<file path="src/rtl/pattern_generator_param.sv">
// pattern_generator_param: parametrised valid/ready test-pattern source with
// up-counter, PRBS7/15/31, memory playback and walking-one generators.
module pattern_generator_param #(
    parameter int WIDTH  = 16,
    parameter int DEPTH  = 16,
    parameter int ADDR_W = 4
) (
    input  logic              CLK,
    input  logic              CLEAR,
    input  logic              en,
    input  logic [1:0]        mode,
    input  logic [1:0]        prbs_sel,
    input  logic              seed_load,
    input  logic [30:0]       seed,
    input  logic              wr_en,
    input  logic [ADDR_W-1:0] wr_addr,
    input  logic [WIDTH-1:0]  wr_data,
    input  logic [ADDR_W:0]   len,
    input  logic              loop,
    input  logic              out_ready,
    output logic              out_valid,
    output logic [WIDTH-1:0]  out_data,
    output logic              period,
    output logic              done
);
    logic [WIDTH-1:0]  cnt_q, cnt_d, w_q, w_d, prbs_w;
    logic [30:0]       s_q, s_d, s_mask, s_fix, s_adv, seed_m;
    logic [ADDR_W-1:0] ptr_q, ptr_d;
    logic              done_q, done_d, period_q, period_d;
    logic              xfer, fb, p_last, p_over;
    logic [WIDTH-1:0]  mem_q [DEPTH];

    always_comb begin
        s_mask = prbs_sel == 2'd0 ? 31'h0000_007F : prbs_sel == 2'd1 ? 31'h0000_7FFF : 31'h7FFF_FFFF;
        // a state that masks to zero would lock the LFSR, so it is forced to 1
        s_fix  = (s_q & s_mask) == 31'd0 ? 31'd1 : s_q & s_mask;
        seed_m = (seed & s_mask) == 31'd0 ? 31'd1 : seed & s_mask;
        fb     = prbs_sel == 2'd0 ? s_fix[6] ^ s_fix[5] : prbs_sel == 2'd1 ? s_fix[14] ^ s_fix[13] : s_fix[30] ^ s_fix[27];
        s_adv  = {s_fix[29:0], fb} & s_mask;
        prbs_w = s_q[WIDTH-1:0] & s_mask[WIDTH-1:0];
        p_last = {1'b0, ptr_q} == len - (ADDR_W+1)'(1);
        p_over = {1'b0, ptr_q} >= len;
        out_valid = en & ~(mode == 2'd2 & (done_q | len == '0));
        xfer      = out_valid & out_ready;
        out_data  = !out_valid ? '0 : mode == 2'd0 ? cnt_q : mode == 2'd1 ? prbs_w : mode == 2'd2 ? mem_q[ptr_q] : w_q;
        cnt_d    = cnt_q;
        s_d      = s_fix;
        ptr_d    = ptr_q;
        done_d   = done_q;
        w_d      = w_q;
        period_d = 1'b0;
        if (xfer && mode == 2'd0) begin
            cnt_d    = cnt_q + WIDTH'(1);
            period_d = &cnt_q;
        end
        if (xfer && mode == 2'd1 && !seed_load) begin
            s_d      = s_adv;
            period_d = s_adv == 31'd1;
        end
        if (seed_load)
            s_d = seed_m;
        if (xfer && mode == 2'd2) begin
            ptr_d    = (p_last || p_over) ? (loop ? '0 : ptr_q) : ptr_q + ADDR_W'(1);
            done_d   = (p_last || p_over) & ~loop;
            period_d = p_last;
        end
        if (xfer && mode == 2'd3) begin
            w_d      = {w_q[WIDTH-2:0], w_q[WIDTH-1]};
            period_d = w_q[WIDTH-1];
        end
    end

    always_ff @(posedge CLK) begin
        if (CLEAR) begin
            cnt_q    <= '0;
            s_q      <= 31'd1;
            ptr_q    <= '0;
            done_q   <= 1'b0;
            w_q      <= WIDTH'(1);
            period_q <= 1'b0;
        end else begin
            cnt_q    <= cnt_d;
            s_q      <= s_d;
            ptr_q    <= ptr_d;
            done_q   <= done_d;
            w_q      <= w_d;
            period_q <= period_d;
        end
    end

    // playback memory is not reset, so its contents survive CLEAR
    always_ff @(posedge CLK) begin
        if (wr_en)
            mem_q[wr_addr] <= wr_data;
    end

    assign period = period_q;
    assign done   = done_q;
endmodule

</file>
<file path="config.mk">
export PLATFORM = sky130hd
export DESIGN_NAME = pattern_generator_param
export DESIGN_NICKNAME = d
export VERILOG_FILES = /design/src/rtl/pattern_generator_param.sv
export SDC_FILE = /design/constraint.sdc
export NUM_CORES = 1
export LEC_CHECK = 0
export CORE_MARGIN = 2
export CORE_UTILIZATION = 51
export DETAILED_ROUTE_END_ITERATION = 16
export DONT_BUFFER_PORTS = 1
export PLACE_DENSITY = 0.66
export SKIP_LAST_GASP = 1
export SYNTH_ARGS = -nofsm -noshare
export SYNTH_HDL_FRONTEND = slang
export SYNTH_SLANG_ARGS = --single-unit
</file>
<file path="constraint.sdc">
create_clock -name CLK -period 2.95 [get_ports CLK]
set_input_delay 0 -clock CLK [delete_from_list [all_inputs] [get_ports CLK]]
set_output_delay 0 -clock CLK [all_outputs]
set_load 0.03 [all_outputs]
</file>
# [After elaboration in Yosys (flattened, before gate mapping)]
# Memory sizes are Yosys's and may differ from the RTL's. A register that Yosys moved wholly into a read port is not among the register bits.
# Index checks and enable logic that the tools add are counted.
[word_totals] ff_bits=69 mem_bits_rw=256 in_bits=67 output_inout_bits=19 n_memories=1
[classes] n_addsub=3 n_lt_le_gt_ge=1 n_eq_ne=7 muxes=22 bitwise_logic=14 reduce_logical=14
[mem_list] name="mem_q" depth=16 word_bits=16 read_ports=1 rd_clocked_by_memory_dff=1 wr=1 line="31" rtl="logic [WIDTH-1:0] mem_q [DEPTH];"
[ops] cell="$mux W31" n=6
[ops] cell="$and A31 B31 Y31" n=3
[ops] cell="$mux W16" n=4
[ops] cell="$logic_not A31 Y1" n=2
[ops] cell="$eq A31 B1 Y1 const B" n=1
[ops] cell="$add A16 B1 Y16 const B" n=1
[ops] cell="$and A16 B16 Y16" n=1
[ops] cell="$mux W4" n=4
[ops] cell="$reduce_and A16 Y1" n=1
[ops] cell="$mux W1" n=8
[ops] cell="$eq A4 B5 Y1" n=1
[ops] cell="$ge A4 B5 Y1" n=1
[ops] cell="$logic_and A1 B1 Y1" n=5
[ops] cell="$logic_not A5 Y1" n=1
[ops] cell="$sub A5 B1 Y5 const B" n=1
[ops] cell="$add A4 B1 Y4 const B" n=1
[ops] cell="$and A1 B1 Y1" n=4
[ops] cell="$eq A2 B1 Y1 const B" n=2
[ops] cell="$eq A2 B2 Y1 const B" n=2
[ops] cell="$logic_not A2 Y1" n=2
[ops] cell="$xor A1 B1 Y1" n=3
[ops] cell="$ne A2 B2 Y1 const B" n=1
[ops] cell="$not A1 Y1" n=2
[ops] cell="$reduce_and A2 Y1" n=1
[ops] cell="other kinds (3)" n=3

# [Longest topological paths before layout]
[logic_depth] depth_word=14 depth_mapped=9 depth_no_buf=8

# [Least setup slack after synthesis]
# Ideal clock, no wire load.
[synth_timing] path_kind="reg-to-output" start="register (tool-made name)" end="output out_data[10]" arrival_ns=2.452 setup_slack_ns=0.498 stages_incl_launch_ff=9 cell_sequence="dfxtp_1 buf_6 buf_6 buf_2 buf_4 mux4_2 mux2_2 a221oi_1 a21oi_1"
[synth_rtl] element="end: declaration" line="22" rtl="output logic [WIDTH-1:0] out_data,"

==> impl_metrics.tcl <==
set metrics [dict create \
    grt_max_degree 65 \
    multiInputGateArea_um2 4491 \
    fp.dieH_um 168.8 \
    routed_wl_mm 33.18 \
    dpl-instance-area_um2 14360 \
    syn_area_um2 13850 \
    globalRouteTotalUtil 0.2371 \
    holdWs_ps 12.03 \
    grt_setup_unrepaired "yes" \
    gp_congestion 0.8179 \
    ant_nets 0 \
    hold_viol 0 \
    fin_area_um2 16880 \
    dpl.cell_count 1236 \
    ys_warn_count 0 \
    stdcell_count 1429 \
    die_w_um 168.8 \
    cap_violations 0 \
    setup-tns-final_ps 0 \
    p_leak_uw 0.005701 \
    grt_first_pass_wirelength_mm 51.05 \
    r2r_setup_slack_ps 190 \
    die_area_um2 28490 \
    ioPinCount 86 \
    yosys.cell_types.count 52 \
    fillers 1892 \
    grt_pass1_vias 8769 \
    clock_latency_ps 510 \
    clockBufferDepth 3 \
    seq_area_um2 9155 \
    htreeDepth 2 \
    drive_above_1_share 0.1930 \
    final_max_slew_viol_count 0 \
    synth-edff-count 256 \
    vias 8710 \
    cp-end-kind "output port" \
    dr.pass1.iters 5 \
    irDropWorstVdd_mv 0.4601 \
    cts.sinks 329 \
    initial_core_util 0.5167 \
    critical_path_arrival_ps 2870 \
    crit_type "reg -> out" \
    root_buffer "clkbuf_16" \
    power.density_nw_per_um2 604.4 \
    slew_headroom 0.2805 \
    io_buffers 0 \
    synthFlopType "edfxtp_1" \
    skew_ps 14.45 \
    diodes 0 \
    synth_seq_cells 329 \
    tritoncts "yes" \
    outcome "finished clean" \
    vias_per_cell 6.095 \
    start_kind "flop" \
    synthArstFlopShare 0 \
    tightestPinTransition_ps 1070 \
    cts_made_buffers 35 \
    synth_nets 988 \
    area.growth.synth_to_final_pct 21.88 \
    drt-initial-drc-count 1159 \
    grt-ovfl-total 0 \
    max_clock_freq_ghz 0.3479 \
    coreArea_um2 26800 \
    row_count 60 \
    cp_max_fo 14 \
    setup_viol 0 \
    period_needed_ps 2875 \
    syn-mean-instance-area_um2 15.15 \
    timing.final.crit_share 0.9745 \
    synthCells 914 \
    clkTransAtPathRegs_ps 50 \
    nNetsFinal 1137 \
    dp.final_hpwl_mm 18.98 \
    hold_path_class "in -> reg" \
    worst_ep_required_time_ps 2950 \
    drc_errors 0 \
    post_drt_wl_per_cell_um 23.22 \
    antenna_found_initial 2 \
    synth_sequential_area_ratio 0.6606 \
]
-- final timing paths --
check                              from           to  cells past startpoint
worst max-delay path               flop  out_data[1]                      5
worst min-delay path            mode[0]         flop                      4
worst max register to register  s_q[21]       s_q[1]                      6
worst min register to register   w_q[9]      w_q[10]                      2
-- sequential cells by signal, summed over array words and instances, names as in the netlist, named ones only --
signal  flops
done        1
s_q        31
period      1
w_q        16
ptr_q       4
cnt_q      16
mem_q     256
-- metal layers --
metal / routed length (um) / track usage / vias up
li1: - / - / 3858
met1: 14200 / 0.3382 / 4397
met2: 15820 / 0.3836 / 385
met3: 2354 / 0.03881 / 66
met4: 782 / 0.06484 / 4
met5: 18 / 0 / -
-- layout make-up --
cell class | instances | area share
Clock inverter | 17 | 0.01171
Clock buffer | 45 | 0.05723
Inverter | 17 | 0.003781
Timing Repair Buffer | 161 | 0.09355
Tap cell | 341 | 0.02528
Multi-Input combinational cell | 519 | 0.2660
Sequential cell | 329 | 0.5424
-- worst max-delay path, stage by stage, from the launching register on --
cell and delay (ps):
dfxtp_4 430, buf_12 180, mux4_2 510, mux4_2 490
mux4_2 480, and2_1 280
-- through the flow --
step / utilization / total power, uW / setup slack, ps
2_1_floorplan: - / 5573 / 498.0
3_3_place_gp: 0.5358 / 5660 / 423.2
3_5_place_dp: 0.5358 / 5665 / 433.7
4_1_cts: 0.6285 / 10250 / 27.88
5_1_grt: 0.6298 / 10500 / -13.71
6_report: 0.6298 / 10200 / 75.22
-- cell usage after synthesis (all sizes together) (8+ instances only) --
cell,instances,area (um2)
o21ai,30,150.1
clkbuf,31,116.4
mux4,80,1802
edfxtp,256,7687
nand2,69,259.0
nand4,8,50.05
and2,26,162.7
nor4,17,106.4
nor2,75,281.5
nand3,10,50.05
dfxtp,73,1461
buf,18,103.9
mux2i,31,310.3
nor3,13,65.06
xnor2,11,96.34
a221oi,9,78.83
a21oi,60,300.3
inv,17,63.81
mux2,12,135.1
-- repair_timing --
item,4_1_cts,5_1_grt
setup buffers,3,1
setup endpoints to repair,12,13
hold endpoints to repair,397,0
resized for setup,2,10
pin swaps,0,0
hold buffers,127,0
-- cells in the final DEF (no fill, tap or decap), types with 11 or more instances in the layout --
| master | synthesis | routed |
|---|---|---|
| a21oi_1 | 60 | 56 |
| and2_1 | 26 | 24 |
| mux4_2 | 80 | 80 |
| dlygate4sd3_1 | 0 | 125 |
| o21ai_0 | 30 | 30 |
| dfxtp_1 | 73 | 70 |
| clkbuf_16 | 0 | 37 |
| edfxtp_1 | 256 | 256 |
| nor2_1 | 75 | 63 |
| inv_1 | 17 | 16 |
| nand2_1 | 69 | 69 |
| buf_4 | 1 | 30 |
| mux2_2 | 12 | 12 |
| mux2i_1 | 31 | 31 |
| nor2_2 | 0 | 12 |
| xnor2_1 | 11 | 11 |
| nor4_1 | 17 | 17 |
-- cells by family after synthesis --
group / synth area share
fa+ha+maj: 0.006324
compound gates: 0.05367
flops: 0.6606
simple gates: 0.08348
mux: 0.1623
buf+inv: 0.02051
xor+xnor: 0.01310
-- power breakdown --
group          switching [uW]  leakage, uW  total, uW  internal, uW
clock                    1730     0.000565       4410          2670
combinational             339      0.00223        653           314
sequential               54.4      0.00291       5140          5090
Power figures use the tool's default switching activity.
